==> config.mk <==
export PLATFORM = sky130hd
export DESIGN_NAME = bin_bcd_seq_converter
export DESIGN_NICKNAME = d
export VERILOG_FILES = /design/src/rtl/bcd_pkg.sv /design/src/rtl/bcd_digit_adj.sv /design/src/rtl/bin_bcd_seq_converter.sv
export SDC_FILE = /design/constraint.sdc
export NUM_CORES = 1
export LEC_CHECK = 0
export ABC_AREA = 0
export CORE_ASPECT_RATIO = 1.25
export CORE_UTILIZATION = 24
export CTS_CLUSTER_SIZE = 30
export DETAILED_ROUTE_END_ITERATION = 7
export PLACE_DENSITY = 0.5
export SKIP_LAST_GASP = 1
export SLEW_MARGIN = 30
export SYNTH_ARGS = -nofsm -noshare
export SYNTH_HDL_FRONTEND = slang
export SYNTH_HIERARCHICAL = 1
export SYNTH_SLANG_ARGS = --single-unit
==> constraint.sdc <==
create_clock -name clk -period 3.3 [get_ports clk]
set_input_delay 0.495 -clock clk [delete_from_list [all_inputs] [get_ports clk]]
set_output_delay 0.495 -clock clk [all_outputs]
set_load 0.005 [all_outputs]
==> src/rtl/bcd_pkg.sv <==
// Shared types and constants for the sequential binary-to-BCD converter.
package bcd_pkg;

  typedef logic [3:0] bcd_digit_t;

  typedef enum logic [1:0] {
    IDLE,
    SHIFT,
    DONE
  } state_t;

  // Shift-add-3: a digit at or above the threshold is corrected before shifting
  localparam bcd_digit_t BCD_ADJ_THRESH = 4'd5;
  localparam bcd_digit_t BCD_ADJ_ADD    = 4'd3;

  // Ceiling log2, used to size the bit counter
  function automatic int clog2(input int v);
    int r;
    r = 0;
    for (int i = 0; i < 31; i++) begin
      if ((1 << i) < v) r = i + 1;
    end
    return r;
  endfunction

endpackage

==> src/rtl/bcd_digit_adj.sv <==
// One BCD digit's combinational add-3 correction (digit >= 5 -> digit + 3).
module bcd_digit_adj
  import bcd_pkg::*;
(
  input  bcd_digit_t digit,
  output bcd_digit_t adjusted
);

  // Correction applied before the digit chain shifts left
  always_comb begin
    adjusted = digit;
    if (digit >= BCD_ADJ_THRESH) adjusted = digit + BCD_ADJ_ADD;
  end

endmodule

==> src/rtl/bin_bcd_seq_converter.sv <==
// Multi-cycle double-dabble binary-to-BCD converter, one input bit per clock.
// Optional leading-zero mask output enabled by defining BCD_BLANK_EN.
module bin_bcd_seq_converter
  import bcd_pkg::*;
#(
  parameter int DATA_WIDTH = 32,
  parameter int NUM_DIGITS = 10,
  parameter bit SIGNED     = 1'b1
) (
  input  logic                    clk,
  input  logic                    rst,
  input  logic                    in_valid,
  output logic                    in_ready,
  input  logic [DATA_WIDTH-1:0]   binary,
  output logic                    out_valid,
  input  logic                    out_ready,
  output logic [4*NUM_DIGITS-1:0] bcd,
  output logic                    neg,
  output logic                    overflow
`ifdef BCD_BLANK_EN
  ,
  output logic [NUM_DIGITS-1:0]   blank
`endif
);

  localparam int CNT_W = clog2(DATA_WIDTH);
  localparam int BCD_W = 4 * NUM_DIGITS;

  state_t                  state;
  logic [CNT_W-1:0]        cnt;
  logic [DATA_WIDTH-1:0]   mag;
  logic [BCD_W-1:0]        adj_vec;

  // Per-digit add-3 correction on the current digit registers
  for (genvar k = 0; k < NUM_DIGITS; k++) begin : g_adj
    bcd_digit_adj u_adj (
      .digit    (bcd[4*k +: 4]),
      .adjusted (adj_vec[4*k +: 4])
    );
  end

`ifdef BCD_BLANK_EN
  logic [NUM_DIGITS-1:0] blank_nxt;

  // Digit k is blank when it and every higher digit are zero; units never blank
  always_comb begin
    logic all_zero;
    blank_nxt = '0;
    all_zero  = 1'b1;
    for (int k = NUM_DIGITS - 1; k >= 1; k--) begin
      all_zero     = all_zero & (bcd[4*k +: 4] == 4'd0);
      blank_nxt[k] = all_zero;
    end
  end
`endif

  // Control FSM with the datapath registers; all outputs registered
  always_ff @(posedge clk) begin
    if (rst) begin
      state     <= IDLE;
      in_ready  <= 1'b1;
      out_valid <= 1'b0;
      bcd       <= '0;
      neg       <= 1'b0;
      overflow  <= 1'b0;
      cnt       <= '0;
      mag       <= '0;
`ifdef BCD_BLANK_EN
      blank     <= '0;
`endif
    end else begin
      case (state)
        IDLE: begin
          if (in_valid) begin
            // Most-negative input negates to exactly 2^(DATA_WIDTH-1), still fits unsigned
            if (SIGNED && binary[DATA_WIDTH-1]) begin
              mag <= ~binary + DATA_WIDTH'(1);
              neg <= 1'b1;
            end else begin
              mag <= binary;
              neg <= 1'b0;
            end
            bcd      <= '0;
            overflow <= 1'b0;
            cnt      <= CNT_W'(DATA_WIDTH - 1);
            in_ready <= 1'b0;
            state    <= SHIFT;
          end
        end
        SHIFT: begin
          // Corrected digits shift left, magnitude MSB feeds the units digit
          bcd      <= {adj_vec[BCD_W-2:0], mag[DATA_WIDTH-1]};
          overflow <= overflow | adj_vec[BCD_W-1];
          mag      <= {mag[DATA_WIDTH-2:0], 1'b0};
          cnt      <= cnt - CNT_W'(1);
          if (cnt == '0) state <= DONE;
        end
        DONE: begin
          // First DONE cycle publishes the result; afterwards wait for the consumer
          if (!out_valid) begin
            out_valid <= 1'b1;
`ifdef BCD_BLANK_EN
            blank     <= blank_nxt;
`endif
          end else if (out_ready) begin
            out_valid <= 1'b0;
            in_ready  <= 1'b1;
            state     <= IDLE;
`ifdef BCD_BLANK_EN
            blank     <= '0;
`endif
          end
        end
        default: begin
          state    <= IDLE;
          in_ready <= 1'b1;
        end
      endcase
    end
  end

endmodule

==> impl_metrics.py <==
metrics = {
    "grt": {
        "grtUsageMet2_pct": 21.6,
        "use_met3_pct": 1.76,
        "grtUsageMet1_pct": 15.1,
        "antenna_found_initial": 0,
        "track_usage_pct": 12.4,
        "grt_max_degree": 59,
        "grt_overflow": 0,
        "grt_pass1_vias": 4222,
        "grt_first_pass_wirelength_mm": 20.8,
        "top_usage_layer": "met2",
    },
    "yosys": {
        "synthArstFlopShare_pct": 0,
        "yosysMostFrequentCell": "nand2_1",
        "yosys_warnings": 6,
        "synth_ff_type": "dfxtp_1",
        "synthTopCellsByCount": "102 x nand2_1, 83 x dfxtp_1, 67 x a21oi_1",
        "muxShareOfSynthArea_pct": 2.27,
        "synth_edf_count": 0,
        "synth_top_area_share_pct": 34.2,
        "postSynthAreaPerCell_um2": 7.85,
        "yosys.area.top_type": "dfxtp_1",
        "synth-compound-area-share_pct": 23.1,
        "synth_fa_ha_area_share_pct": 5.67,
        "synth.yosys.seq_area_share_pct": 34.2,
        "yosys-top-cells-area": "dfxtp_1 34%, nand2_1 7.9%, a21oi_1 6.9%",
        "ys_ff_latch": 83,
        "synth_nets": 676,
        "synthCells": 618,
        "synth_top_family_by_area": "simple AND/OR/NAND/NOR gates",
        "yosys.area_share.xor_xnor_pct": 6.68,
        "synth_area_um2": 4850,
        "synth-simple-area-share_pct": 23.2,
        "synth_cell_types": 48,
    },
    "clock_network": {
        "cts_setup_buffers": 0,
        "clk_pin_slew_ns": 0.06,
        "tritoncts": "done",
        "h-tree-depth": 3,
        "clock-sinks": 83,
        "cts_buffers": 9,
        "clockRootBuffer": "clkbuf_16",
        "postCtsResizedCells": 0,
        "holdBufCountCts": 0,
        "cts_buffer_depth": 2,
        "clkLatencyLatePin_ns": 0.34,
    },
    "timing": {
        "hold-worst-slack_ns": 0.461,
        "setup_viol": 0,
        "rsz0062_at_grt": "false",
        "fin_skew_ns": 0.00832,
        "tightest_slew_ns": 0.701,
        "setup_tns_ns": 0,
        "slew_violations": 0,
        "timing.fmax_ghz": 0.416,
        "hold_viol": 0,
        "slew_headroom_pct": 53.3,
        "period_minus_slack_ns": 2.40,
        "fin_crit_sh_pct": 72.8,
    },
    "worst_setup_path": {
        "cp_data_arrival_time_ns": 2.60,
        "cp_slowest_cell": "clkdlybuf4s50_1",
        "startpoint": "binary[0]",
        "path_delay_family": "simple AND/OR/NAND/NOR gates",
        "worst_setup_path_end_kind": "register",
        "start_kind": "input pin",
        "max_stage_delay_ns": 0.48,
        "crit_buf_inv": 2,
        "required_ns": 3.50,
        "cp_cell_sequence": "clkdlybuf4s50_1 -> inv_1 -> ha_1 -> nor3b_1 -> nand3_2 -> o41ai_2 -> xor2_1 -> o22ai_1",
        "regToRegStartpoint": "state[0]",
        "critPathKind": "in -> reg",
        "cp_max_fo": 8,
    },
    "power": {
        "switchingPower_mw": 0.704,
        "power.density_nw_per_um2": 393,
        "power.share.clock_pct": 38.6,
        "p_int_mw": 1.72,
        "switching_share_pct": 29.0,
        "p_comb_share_pct": 16.4,
        "p_seq_share_pct": 45.0,
        "leakagePower_nw": 2.12,
        "power_mw": 2.43,
        "vdd_drop_max_uv": 212,
    },
    "floorplanning": {
        "dieArea_um2": 20800,
        "core-area_um2": 19600,
        "chipHeight_um": 161,
        "start_util_pct": 24.7,
        "io_pins": 80,
        "num_rows": 57,
        "die_w_um": 129,
    },
    "final_layout": {
        "drive_gt1_share_pct": 7.15,
        "multi_input_area_um2": 2970,
        "antennaDiodeCount": 0,
        "nFillCells": 2161,
        "seq_area_um2": 1660,
        "final_cells": 950,
        "syn_to_final_growth_pct": 27.3,
        "nets": 738,
    },
    "routing": {
        "antenna_left": 0,
        "wire_per_inst_um": 12.9,
        "drt-vias-per-instance": 4.66,
        "drt_first_iter_violations": 183,
        "wl_mm": 12.2,
        "first_pass_iters": 4,
        "vias": 4424,
        "remaining_drc_errors": 0,
    },
    "run_status": {
        "status": "finished, final reports clean",
    },
    "place": {
        "place_inst": 934,
        "gp_congestion": 0.775,
        "dp_hpwl_mm": 8.34,
        "io_buffer_count": 79,
    },
    "job": {
        "maxCapViolCount": 0,
    },
    "min_path": {
        "hold_start": "mag[2]",
        "hp-class": "reg -> reg",
    },
}
## cell usage in the layout (no fill, tap or decap), types with 19 or more instances in the layout
| cell type | count |
|---|---|
| a21oi_1 | 67 |
| a22oi_1 | 20 |
| clkdlybuf4s50_1 | 78 |
| dfxtp_1 | 83 |
| ha_1 | 22 |
| inv_1 | 25 |
| nand2_1 | 101 |
| nand2b_1 | 23 |
| nand3_1 | 44 |
| o21ai_0 | 25 |
| xnor2_1 | 19 |
## power groups by stage
stage	Combinational (mW)	Clock (mW)	Sequential, mW
6_report	0.398	0.937	1.09
5_1_grt	0.448	1.02	1.10
4_1_cts	0.407	0.982	1.09
3_5_place_dp	0.406	0	1.11
3_3_place_gp	0.410	0	1.12
2_1_floorplan	0.258	0	1.11
## area by class of cell
| type | instances | share of cell area [%] |
|---|---|---|
| well taps | 265 | 5.37 |
| clock inverters | 5 | 0.628 |
| inverters | 25 | 1.52 |
| clock buffers | 11 | 3.77 |
| flip-flops and latches | 83 | 26.9 |
| multi-input cells | 473 | 48.0 |
| repair buffers | 88 | 13.8 |
## flip-flops by register name (all words and copies together), names as in the netlist
signal / count
bcd: 40
mag: 32
cnt: 5
state: 2
in_ready: 1
neg: 1
out_valid: 1
overflow: 1
## layer usage
| layer | wire [µm] | part of all wire, % | vias up |
|---|---|---|---|
| met5 | 0 | 0 | - |
| met4 | 240 | 2.0 | 0 |
| met3 | 293 | 2.4 | 11 |
| met2 | 5960 | 49 | 71 |
| met1 | 5720 | 47 | 2031 |
| li1 | - | - | 2311 |
## path summary, 6_finish.rpt
path                            depth (start not counted)      end  slack, ns
worst max-delay path                                    8  mag[26]       0.90
worst min-delay path                                    2   mag[2]       0.46
worst max register to register                          5  mag[18]       1.35
worst min register to register                          2   mag[2]       0.46
## cell families (layout without fill, tap and decap cells)
family,count (synthesis),in the layout
muxes,11,11
adders and majority gates,22,22
and+or+nand+nor,225,225
AOI/OAI and AO/OA,178,178
xor gates and xnor gates,37,37
buffers and inverters,62,129
DFF,83,83
## through the flow
step	util [%]	cell area, µm²	setup WS [ns]
2_1_floorplan	-	4850	1.41
3_3_place_gp	30.1	5910	0.651
3_5_place_dp	30.1	5910	0.535
4_1_cts	31.5	6180	0.917
5_1_grt	31.5	6180	0.692
6_report	31.5	6180	0.899
## tightest hold or removal path: cells and delay by family, from the launching register on
kind,cells,cell delay (ns)
AND/OR/NAND/NOR,1,0.05
flip-flops,1,0.31
AO/OA/AOI/OAI,1,0.05
Note: power is estimated with default switching activity, not from simulation.
